--- config.mk ---
export PLATFORM = sky130hd
export DESIGN_NAME = generation_scheduler_flat
export DESIGN_NICKNAME = d
export VERILOG_FILES = /design/src/rtl/generation_scheduler_pkg.sv /design/src/rtl/generation_scheduler_if.sv /design/src/rtl/generation_scheduler_seed_lfsr.sv /design/src/rtl/generation_scheduler.sv /design/src/flat_wrapper.sv
export SDC_FILE = /design/constraint.sdc
export NUM_CORES = 2
export LEC_CHECK = 0
export CELL_PAD_IN_SITES_DETAIL_PLACEMENT = 1
export CELL_PAD_IN_SITES_GLOBAL_PLACEMENT = 2
export CORE_AREA = 2 2 584 586
export CTS_CLUSTER_SIZE = 14
export DETAILED_ROUTE_END_ITERATION = 8
export DIE_AREA = 0 0 586 588
export GPL_TIMING_DRIVEN = 1
export PLACE_DENSITY_LB_ADDON = 0.1
export SLEW_MARGIN = 20
export SYNTH_ARGS = -nofsm -noshare
export SYNTH_HDL_FRONTEND = slang
export SYNTH_SLANG_ARGS = --single-unit
--- constraint.sdc ---
create_clock -name clk -period 2.8 [get_ports clk]
set_input_delay 0.56 -clock clk [delete_from_list [all_inputs] [get_ports clk]]
set_output_delay 0.56 -clock clk [all_outputs]
set_load 0.05 [all_outputs]
--- src/rtl/generation_scheduler_pkg.sv ---
// rtl/generation_scheduler_pkg.sv - shared sizes, FSM state type and seed LFSR step for the generation scheduler
package generation_scheduler_pkg;

    localparam int GENE_W   = 150;
    localparam int FAMILY_N = 5;
    localparam int COST_W   = 16;
    localparam int GEN_W    = 16;
    localparam int STALL_W  = 8;
    localparam int IDX_W    = 3;

    // Right-shift Galois mask for x^32 + x^22 + x^2 + x + 1
    localparam logic [31:0] LFSR_POLY = 32'h8020_0003;

    typedef enum logic [2:0] {
        S_IDLE,
        S_LAUNCH,
        S_WAIT_FAM,
        S_EVAL,
        S_SELECT,
        S_DONE
    } sched_state_t;

    // Bit 31 is set whenever feedback fires, so a nonzero state never steps to zero
    function automatic logic [31:0] lfsr_next(input logic [31:0] s);
        return (s >> 1) ^ (s[0] ? LFSR_POLY : 32'h0);
    endfunction

endpackage

--- src/rtl/generation_scheduler_if.sv ---
// rtl/generation_scheduler_if.sv - family generator and fitness evaluator handshake bundle
interface generation_scheduler_if;
    import generation_scheduler_pkg::*;

    logic                         iter_start;
    logic [31:0]                  iter_seed;
    logic [GENE_W-1:0]            iter_parent;
    logic                         iter_done;
    logic [GENE_W*FAMILY_N-1:0]   iter_family;
    logic                         eval_req;
    logic [GENE_W-1:0]            eval_genome;
    logic                         eval_ack;
    logic [COST_W-1:0]            eval_cost;

    modport master (
        output iter_start, iter_seed, iter_parent, eval_req, eval_genome,
        input  iter_done, iter_family, eval_ack, eval_cost
    );

    modport slave (
        input  iter_start, iter_seed, iter_parent, eval_req, eval_genome,
        output iter_done, iter_family, eval_ack, eval_cost
    );

endinterface

--- src/rtl/generation_scheduler_seed_lfsr.sv ---
// rtl/generation_scheduler_seed_lfsr.sv - 32-bit PRG seed register with zero-seed substitution
module generation_scheduler_seed_lfsr
    import generation_scheduler_pkg::*;
(
    input  logic        clk,
    input  logic        rst_n,
    input  logic        i_load,
    input  logic [31:0] i_seed,
    input  logic        i_step,
    output logic [31:0] o_state
);

    logic [31:0] r_state;

    // Load wins over step; a zero seed would lock the LFSR so it becomes 1
    always_ff @(posedge clk or negedge rst_n) begin
        if (!rst_n) begin
            r_state <= '0;
        end else if (i_load) begin
            r_state <= (i_seed == 32'h0) ? 32'h1 : i_seed;
        end else if (i_step) begin
            r_state <= lfsr_next(r_state);
        end
    end

    assign o_state = r_state;

endmodule

--- src/rtl/generation_scheduler.sv ---
// rtl/generation_scheduler.sv - GA run sequencer around family generator and shared evaluator (optional STALL_EXIT_EN)
module generation_scheduler
    import generation_scheduler_pkg::*;
(
    input  logic                    clk,
    input  logic                    rst_n,
    input  logic                    i_go,
    input  logic [GEN_W-1:0]        i_cfg_gens,
    input  logic [31:0]             i_cfg_seed,
    input  logic [GENE_W-1:0]       i_init_genome,
`ifdef STALL_EXIT_EN
    input  logic [STALL_W-1:0]      i_cfg_stall,
`endif
    generation_scheduler_if.master  sched,
    output logic                    o_busy,
    output logic                    o_done,
    output logic [GENE_W-1:0]       o_best_genome,
    output logic [COST_W-1:0]       o_best_cost,
    output logic [GEN_W-1:0]        o_gen_count
);

    sched_state_t                 r_state, w_next;
    logic [GEN_W-1:0]             r_gens;
    logic [GENE_W-1:0]            r_parent;
    logic [GENE_W*FAMILY_N-1:0]   r_family;
    logic [IDX_W-1:0]             r_idx;
    logic                         r_gap;
    logic [GENE_W-1:0]            r_best_genome;
    logic [COST_W-1:0]            r_best_cost;
    logic [GEN_W-1:0]             r_gen_count;

    logic [GENE_W-1:0]            w_slot;
    logic                         w_ack;
    logic                         w_last_slot;
    logic                         w_last_gen;
    logic [GEN_W-1:0]             w_gen_inc;
    logic                         w_stall_exit;
    logic [31:0]                  w_seed;

    assign w_slot      = r_family[int'(r_idx)*GENE_W +: GENE_W];
    assign w_ack       = (r_state == S_EVAL) && !r_gap && sched.eval_ack;
    assign w_last_slot = (r_idx == IDX_W'(FAMILY_N - 1));
    assign w_last_gen  = (({1'b0, r_gen_count} + 1'b1) == {1'b0, r_gens});
    assign w_gen_inc   = (&r_gen_count) ? r_gen_count : r_gen_count + 1'b1;

`ifdef STALL_EXIT_EN
    logic [STALL_W-1:0]           r_cfg_stall;
    logic [STALL_W-1:0]           r_stall_cnt;
    logic                         r_improved;
    logic [STALL_W-1:0]           w_stall_next;

    assign w_stall_next = r_improved ? '0 :
                          ((&r_stall_cnt) ? r_stall_cnt : r_stall_cnt + 1'b1);
    assign w_stall_exit = (r_cfg_stall != '0) && (w_stall_next == r_cfg_stall);

    // Count generations in which no non-parent slot beat the parent
    always_ff @(posedge clk or negedge rst_n) begin
        if (!rst_n) begin
            r_cfg_stall <= '0;
            r_stall_cnt <= '0;
            r_improved  <= 1'b0;
        end else begin
            if (r_state == S_IDLE && i_go) begin
                r_cfg_stall <= i_cfg_stall;
                r_stall_cnt <= '0;
            end
            if (r_state == S_WAIT_FAM && sched.iter_done) begin
                r_improved <= 1'b0;
            end
            if (w_ack && sched.eval_cost < r_best_cost && r_idx != '0) begin
                r_improved <= 1'b1;
            end
            if (r_state == S_SELECT) begin
                r_stall_cnt <= w_stall_next;
            end
        end
    end
`else
    assign w_stall_exit = 1'b0;
`endif

    generation_scheduler_seed_lfsr u_seed (
        .clk     (clk),
        .rst_n   (rst_n),
        .i_load  ((r_state == S_IDLE) && i_go),
        .i_seed  (i_cfg_seed),
        .i_step  (r_state == S_SELECT),
        .o_state (w_seed)
    );

    // State register
    always_ff @(posedge clk or negedge rst_n) begin
        if (!rst_n) r_state <= S_IDLE;
        else        r_state <= w_next;
    end

    // Next-state decode
    always_comb begin
        w_next = r_state;
        case (r_state)
            S_IDLE:     if (i_go) w_next = S_LAUNCH;
            S_LAUNCH:   w_next = S_WAIT_FAM;
            S_WAIT_FAM: if (sched.iter_done) w_next = S_EVAL;
            S_EVAL:     if (w_ack && w_last_slot) w_next = S_SELECT;
            S_SELECT:   w_next = (w_last_gen || w_stall_exit) ? S_DONE : S_LAUNCH;
            S_DONE:     w_next = S_IDLE;
            default:    w_next = S_IDLE;
        endcase
    end

    // Run datapath: config latch, family capture, strict-min tracking, parent hand-over
    always_ff @(posedge clk or negedge rst_n) begin
        if (!rst_n) begin
            r_gens        <= '0;
            r_parent      <= '0;
            r_family      <= '0;
            r_idx         <= '0;
            r_gap         <= 1'b0;
            r_best_genome <= '0;
            r_best_cost   <= '0;
            r_gen_count   <= '0;
        end else begin
            case (r_state)
                S_IDLE: if (i_go) begin
                    r_gens      <= (i_cfg_gens == '0) ? GEN_W'(1) : i_cfg_gens;
                    r_parent    <= i_init_genome;
                    r_gen_count <= '0;
                end
                S_WAIT_FAM: if (sched.iter_done) begin
                    r_family      <= sched.iter_family;
                    r_idx         <= '0;
                    r_gap         <= 1'b0;
                    r_best_cost   <= '1;
                    r_best_genome <= sched.iter_family[GENE_W-1:0];
                end
                S_EVAL: begin
                    if (r_gap) begin
                        r_gap <= 1'b0;
                    end else if (w_ack) begin
                        // Strict compare: ties keep the lower slot, so the parent survives
                        if (sched.eval_cost < r_best_cost) begin
                            r_best_cost   <= sched.eval_cost;
                            r_best_genome <= w_slot;
                        end
                        if (!w_last_slot) begin
                            r_idx <= r_idx + 1'b1;
                            r_gap <= 1'b1;
                        end
                    end
                end
                S_SELECT: begin
                    r_parent    <= r_best_genome;
                    r_gen_count <= w_gen_inc;
                end
                default: ;
            endcase
        end
    end

    assign sched.iter_start  = (r_state == S_LAUNCH);
    assign sched.iter_seed   = w_seed;
    assign sched.iter_parent = r_parent;
    assign sched.eval_req    = (r_state == S_EVAL) && !r_gap;
    assign sched.eval_genome = w_slot;

    assign o_busy        = (r_state == S_LAUNCH) || (r_state == S_WAIT_FAM) ||
                           (r_state == S_EVAL)   || (r_state == S_SELECT);
    assign o_done        = (r_state == S_DONE);
    assign o_best_genome = r_best_genome;
    assign o_best_cost   = r_best_cost;
    assign o_gen_count   = r_gen_count;

endmodule

--- src/flat_wrapper.sv ---
// flat-port wrapper written by rule: the top's interface ports become plain ports
module generation_scheduler_flat import generation_scheduler_pkg::*;
  (clk, rst_n, i_go, i_cfg_gens, i_cfg_seed, i_init_genome, o_busy, o_done, o_best_genome, o_best_cost, o_gen_count, sched_iter_start, sched_iter_seed, sched_iter_parent, sched_eval_req, sched_eval_genome, sched_iter_done, sched_iter_family, sched_eval_ack, sched_eval_cost);
  generation_scheduler_if sched_i ();
  input  logic clk;
  input  logic rst_n;
  input  logic i_go;
  input  logic [GEN_W-1:0] i_cfg_gens;
  input  logic [31:0] i_cfg_seed;
  input  logic [GENE_W-1:0] i_init_genome;
  output logic o_busy;
  output logic o_done;
  output logic [GENE_W-1:0] o_best_genome;
  output logic [COST_W-1:0] o_best_cost;
  output logic [GEN_W-1:0] o_gen_count;
  output wire logic [$bits(sched_i.iter_start)-1:0] sched_iter_start;
  output wire logic [$bits(sched_i.iter_seed)-1:0] sched_iter_seed;
  output wire logic [$bits(sched_i.iter_parent)-1:0] sched_iter_parent;
  output wire logic [$bits(sched_i.eval_req)-1:0] sched_eval_req;
  output wire logic [$bits(sched_i.eval_genome)-1:0] sched_eval_genome;
  input wire logic [$bits(sched_i.iter_done)-1:0] sched_iter_done;
  input wire logic [$bits(sched_i.iter_family)-1:0] sched_iter_family;
  input wire logic [$bits(sched_i.eval_ack)-1:0] sched_eval_ack;
  input wire logic [$bits(sched_i.eval_cost)-1:0] sched_eval_cost;
  assign sched_iter_start = sched_i.iter_start;
  assign sched_iter_seed = sched_i.iter_seed;
  assign sched_iter_parent = sched_i.iter_parent;
  assign sched_eval_req = sched_i.eval_req;
  assign sched_eval_genome = sched_i.eval_genome;
  assign sched_i.iter_done = sched_iter_done;
  assign sched_i.iter_family = sched_iter_family;
  assign sched_i.eval_ack = sched_eval_ack;
  assign sched_i.eval_cost = sched_eval_cost;
  generation_scheduler u_core (.clk(clk), .rst_n(rst_n), .i_go(i_go), .i_cfg_gens(i_cfg_gens), .i_cfg_seed(i_cfg_seed), .i_init_genome(i_init_genome), .sched(sched_i), .o_busy(o_busy), .o_done(o_done), .o_best_genome(o_best_genome), .o_best_cost(o_best_cost), .o_gen_count(o_gen_count));
endmodule
-- Yosys cells after proc, flatten, opt, wreduce, memory -nomap -nowiden
Index checks and enable logic that the tools add are counted.
- register bits: 1137
- input bits: 969
- output and inout bits: 518
- word-level logic and storage cells: 90
- add/sub/neg operators: 3
- multiply operators: 1
- magnitude comparators: 1
- equal/unequal tests: 15
- shift operators: 1
- muxes and demuxes: 35
- bitwise logic cells: 1
- reductions and logical operators: 23
- operator list (kind ; number):
    $mux 150 ; 5
    $shiftx 750x32->150 ; 1
    $pmux 150 s2 ; 2
    $mux 32 ; 4
    $mux 16 ; 7
    $pmux 16 s2 ; 2
    $logic_not 32->1 ; 1
    $xor 31x32->32 ; 1
    $mux 3 ; 8
    $add 16x1->17 const B ; 1
    $eq 17x16->1 ; 1
    $add 16x1->16 const B ; 1
    $logic_not 16->1 ; 1
    $lt 16x16->1 ; 1
    $reduce_and 16->1 ; 1
    $pmux 3 s5 ; 1
    $ne 2x2->1 const B ; 7
    $mul 3x7->10 const B ; 1
    $reduce_and 5->1 ; 2
    $eq 3x3->1 const B ; 3
    $reduce_and 2->1 ; 4
    $eq 3x2->1 const B ; 2
    $pmux 3 s2 ; 1
    $reduce_and 3->1 ; 2
    10 further kinds ; 20

-- Depth between registers and ports, before layout
- depth after elaboration: 6
- mapped depth: 11
- gate-level depth less buffers: 8

-- Modules after synthesis
A second synthesis with hierarchy kept.
- cells, all modules: 4295
- area, all modules: 52818.2 µm²
- by module, submodules not included (module ; times used ; cells each ; area an instance (µm²) ; sequential area each (µm²)):
    generation_scheduler ; 1 ; 4140 ; 51224.1 ; 27651.5
    generation_scheduler_seed_lfsr ; 1 ; 155 ; 1594.0 ; 800.8

-- Worst setup path before layout
No wires, ideal clock.
- kind: register to output
- start: register u_core.r_idx[0]
- end: output port sched_eval_genome[109]
- arrival: 2.281 ns
- data required time: 2.240 ns
- setup slack: -0.041 ns
- stages on the path, launching flop included: 8
- path buffers: 3
- path through: dfrtp_1 -> clkbuf_1 -> inv_1 -> nor2_1 -> clkbuf_1 -> clkbuf_1 -> a21oi_1 -> o22ai_1
- cells in the longest elaborated chain, start to end: 2
- ends and longest elaborated chain (element ; RTL line ; text):
    start, declared ; generation_scheduler.sv:26 ; logic [IDX_W-1:0] r_idx;
    start signal, assigned ; generation_scheduler.sv:146 ; r_idx <= r_idx + 1'b1;
    $mul 3x7->10 ; generation_scheduler.sv:40 ; assign w_slot = r_family[int'(r_idx)*GENE_W +: GENE_W];
    $shiftx 750x32->150 ; generation_scheduler.sv:40 ;
    end, declared ; flat_wrapper.sv:20 ; output wire logic [$bits(sched_i.eval_genome)-1:0] sched_eval_genome;
Every way passes these cells.

-- Worst setup path after layout
- start: register u_core.r_idx[2]
- end: output port sched_eval_genome[125]
Same word-level chain as after synthesis.

==> run summary <==
area leader, netlist - dfrtp_1
most frequent cells in the layout - nand2_1 (2,618), clkdlybuf4s50_1 (1,277), dfrtp_1 (1,134)
Worst Path Required - 2.24 ns
DP HPWL - 248.5 mm
Net Count, Synth - 6,837
number of global-route vias before repair - 53,960
synth top area cells - dfrtp_1 (54%), nand2_1 (19%), mux2i_1 (5.7%)
Max clock buf depth - 4
fin worst setup slack - -0.5334 ns
Worst-Margin Slew - 1.005 ns
average size of a mapped cell - 8.931 sq um
DR WL/cell - 27.60 microns
placed instance count - 11,780
Initial Util - 15.44%
Std-Cell Rows - 214
root buf cell - clkbuf_16
Cell variety after synth - 55
first drt pass iteration count - 5
Fillers - 38,560
width of the die - 586 microns
part of the cycle the worst path needs - 119.1%
Arr. time, crit path - 2.77 ns
P&R area growth vs syn - 66.91%
endpoints failing setup - 150
fin cells - 12,300
DIE AREA - 0.3446 sq mm
commonest register cell after synthesis - dfrtp_1
Final Hold Fails - 0
clock skew - 0.04581 ns
TritonCTS clock tree - yes
initial drt markers - 2,127
ys async rst share - 100.0%
Multi-input gate area - 0.02467 sq mm
WS Path Type - flop to primary output
yosys warns - 0
Mapped Cells - 5,850
Port-buffer cells - 1,486
top cell type's share of synthesized area - 54.46%
Fmax - 300.0 MHz
max_cap viols - 0
RR Startpoint - u_core.o_best_cost[1]
Crit. End Element - primary output
status - complete, but fails checks
FF/Latch Area - 0.02846 sq mm
RSZ-0062 raised after global routing - yes
Startpoint Class - flop
drt drc - 0
total CTS buffers - 167
PwrDens - 1560 mW/mm^2
CTS clk-pin slew, worst paths - 0.06 ns
commonest non-fill, non-tap cell in the layout - nand2_1
# nets final - 8,577
Total Wirelength - 339.4 mm
Max transition margin - 33.00%
total negative slack - -63.88 ns
Seq/Total Area, Yosys - 54.46%
Worst VDD drop - 804.8 uV
Final GP Congestion - 0.8135
Tot Pwr - 136.0 mW
Hold Path Class - input port to async pin
Die Y-Extent - 588 microns
Avg Vias per Cell - 4.040
GRT Total Usage - 18.78%
DR vias - 49,690
violated checks - setup timing
LEAKAGE - 39.03 nW
worst-path fanout max - 16
number of flops mapped to enable cells by yosys - 0
Slew Limit Fails - 0
Tmin final - 3.333 ns
I/O Pins - 1,487
largest net degree at the start of global routing - 159
share of cells above drive strength 1 - 18.31%
total gr overflow - 0
antenna violations before repair - 197
Floorplan Core Area - 0.3384 sq mm
Crit. Startpoint - u_core.r_idx[2]
clock latency on the worst-skew pair - 0.84 ns
#FFs+latches synth - 1,137
CTS Sinks - 1,137
r2r setup slk - 0.05 ns
first-pass GRT wire length - 454.3 mm
Post-Syn Area - 0.05225 sq mm
H-tree depth - 4
post-route ant nets - 0
[critical path, cell delays in order, from the launching register on]
cell	delay (ns)
dfrtp_4	0.54
buf_6	0.15
nor2_4	0.09
buf_12	0.13
buf_4	0.12
buf_16	0.15
buf_12	0.17
a21oi_1	0.09
o22ai_2	0.29
buf_12	0.19
[per-stage QoR]
stage / area, sq um / setup slack, ns / utilization [%] / hold slack (ns)
floorplan: 52940 / 0.07030 / - / 0.2644
CTS: 84400 / -0.6299 / 24.94 / 0.1460
finish: 87210 / -0.5334 / 25.77 / 0.2184
global placement: 76700 / -0.7136 / 22.66 / 0.4564
global route: 87130 / -0.6402 / 25.75 / 0.2071
detailed placement: 76700 / -0.6963 / 22.66 / 0.4615
[kinds of logic after synthesis]
| logic type | synth area share [%] |
|---|---|
| flip-flops | 54.46 |
| adder cells (fa/ha/maj) | 0.4311 |
| buffers and inverters | 3.360 |
| AND/OR/NAND/NOR | 22.48 |
| multiplexers | 12.28 |
| AO/OA/AOI/OAI | 6.552 |
| XOR/XNOR | 0.4454 |
[sequential cells by signal (all words and copies together) (netlist names)]
name / cells
u_core.o_best_genome: 150
u_core.r_idx: 3
u_core.o_best_cost: 16
u_core.sched.iter_parent: 150
u_core.r_gap: 1
u_core.u_seed.o_state: 32
u_core.r_gens: 16
u_core.o_gen_count: 16
u_core.r_state: 3
u_core.r_family: 750
[worst paths after layout]
kind	end	cells past startpoint
max reg2reg	u_core.o_best_genome[109]	11
min reg2reg	u_core.r_family[401]	2
min	u_core.sched.iter_parent[125]	2
min in group clk	u_core.r_family[211]	3
max in group asynchronous	u_core.o_best_genome[11]	4
max	sched_eval_genome[125]	9
[synth_stat cells (9+ instances only)]
master    instances
mux2_1          124
dfrtp_1        1137
and2_1            9
buf_2            29
inv_1            23
nor3_1            9
clkbuf_1        333
nand2_1        2619
mux2_2          177
buf_1            21
ha_1             18
o22a_1           16
mux2i_1         300
xnor2_1          13
nor4_1           15
o22ai_1         181
nor2_1          388
xor2_1           11
buf_8            10
o21ai_0          26
a31oi_1         153
a21oi_1         165
[power breakdown]
part	total (mW)	switching [mW]	internal, mW	leakage (nW)
logic	82.8	49.7	33.1	22.3
registers	31.0	6.47	24.6	13.9
clock network	22.2	8.82	13.3	2.75
[routing by layer]
layer	vias to the layer above	wire length [microns]	track usage [%]
met5	-	811	0
met4	128	6337	3.795
met3	496	24130	5.457
met2	1365	168400	32.67
met1	25010	139800	22.81
li1	22690	-	-
[repair_timing]
item | CTS | global route
endpoints found under the hold margin | 25 | 0
hold buffers | 1 | 0
gates resized for setup | 224 | 311
endpoints found under the setup margin | 338 | 327
cloned | 18 | 21
buffers inserted | 47 | 95
pin swaps | 102 | 105
[layout make-up]
| cell class | instances | area share (%) |
|---|---|---|
| antenna | 47 | 0.1349 |
| multi-input combinational | 4292 | 28.29 |
| clock buffer | 250 | 5.697 |
| clock inverter | 44 | 0.6772 |
| tap | 4536 | 6.508 |
| sequential | 1137 | 32.64 |
| timing repair buffer | 1969 | 25.94 |
| inverter | 23 | 0.1033 |
(Power assumes the default switching activity.)
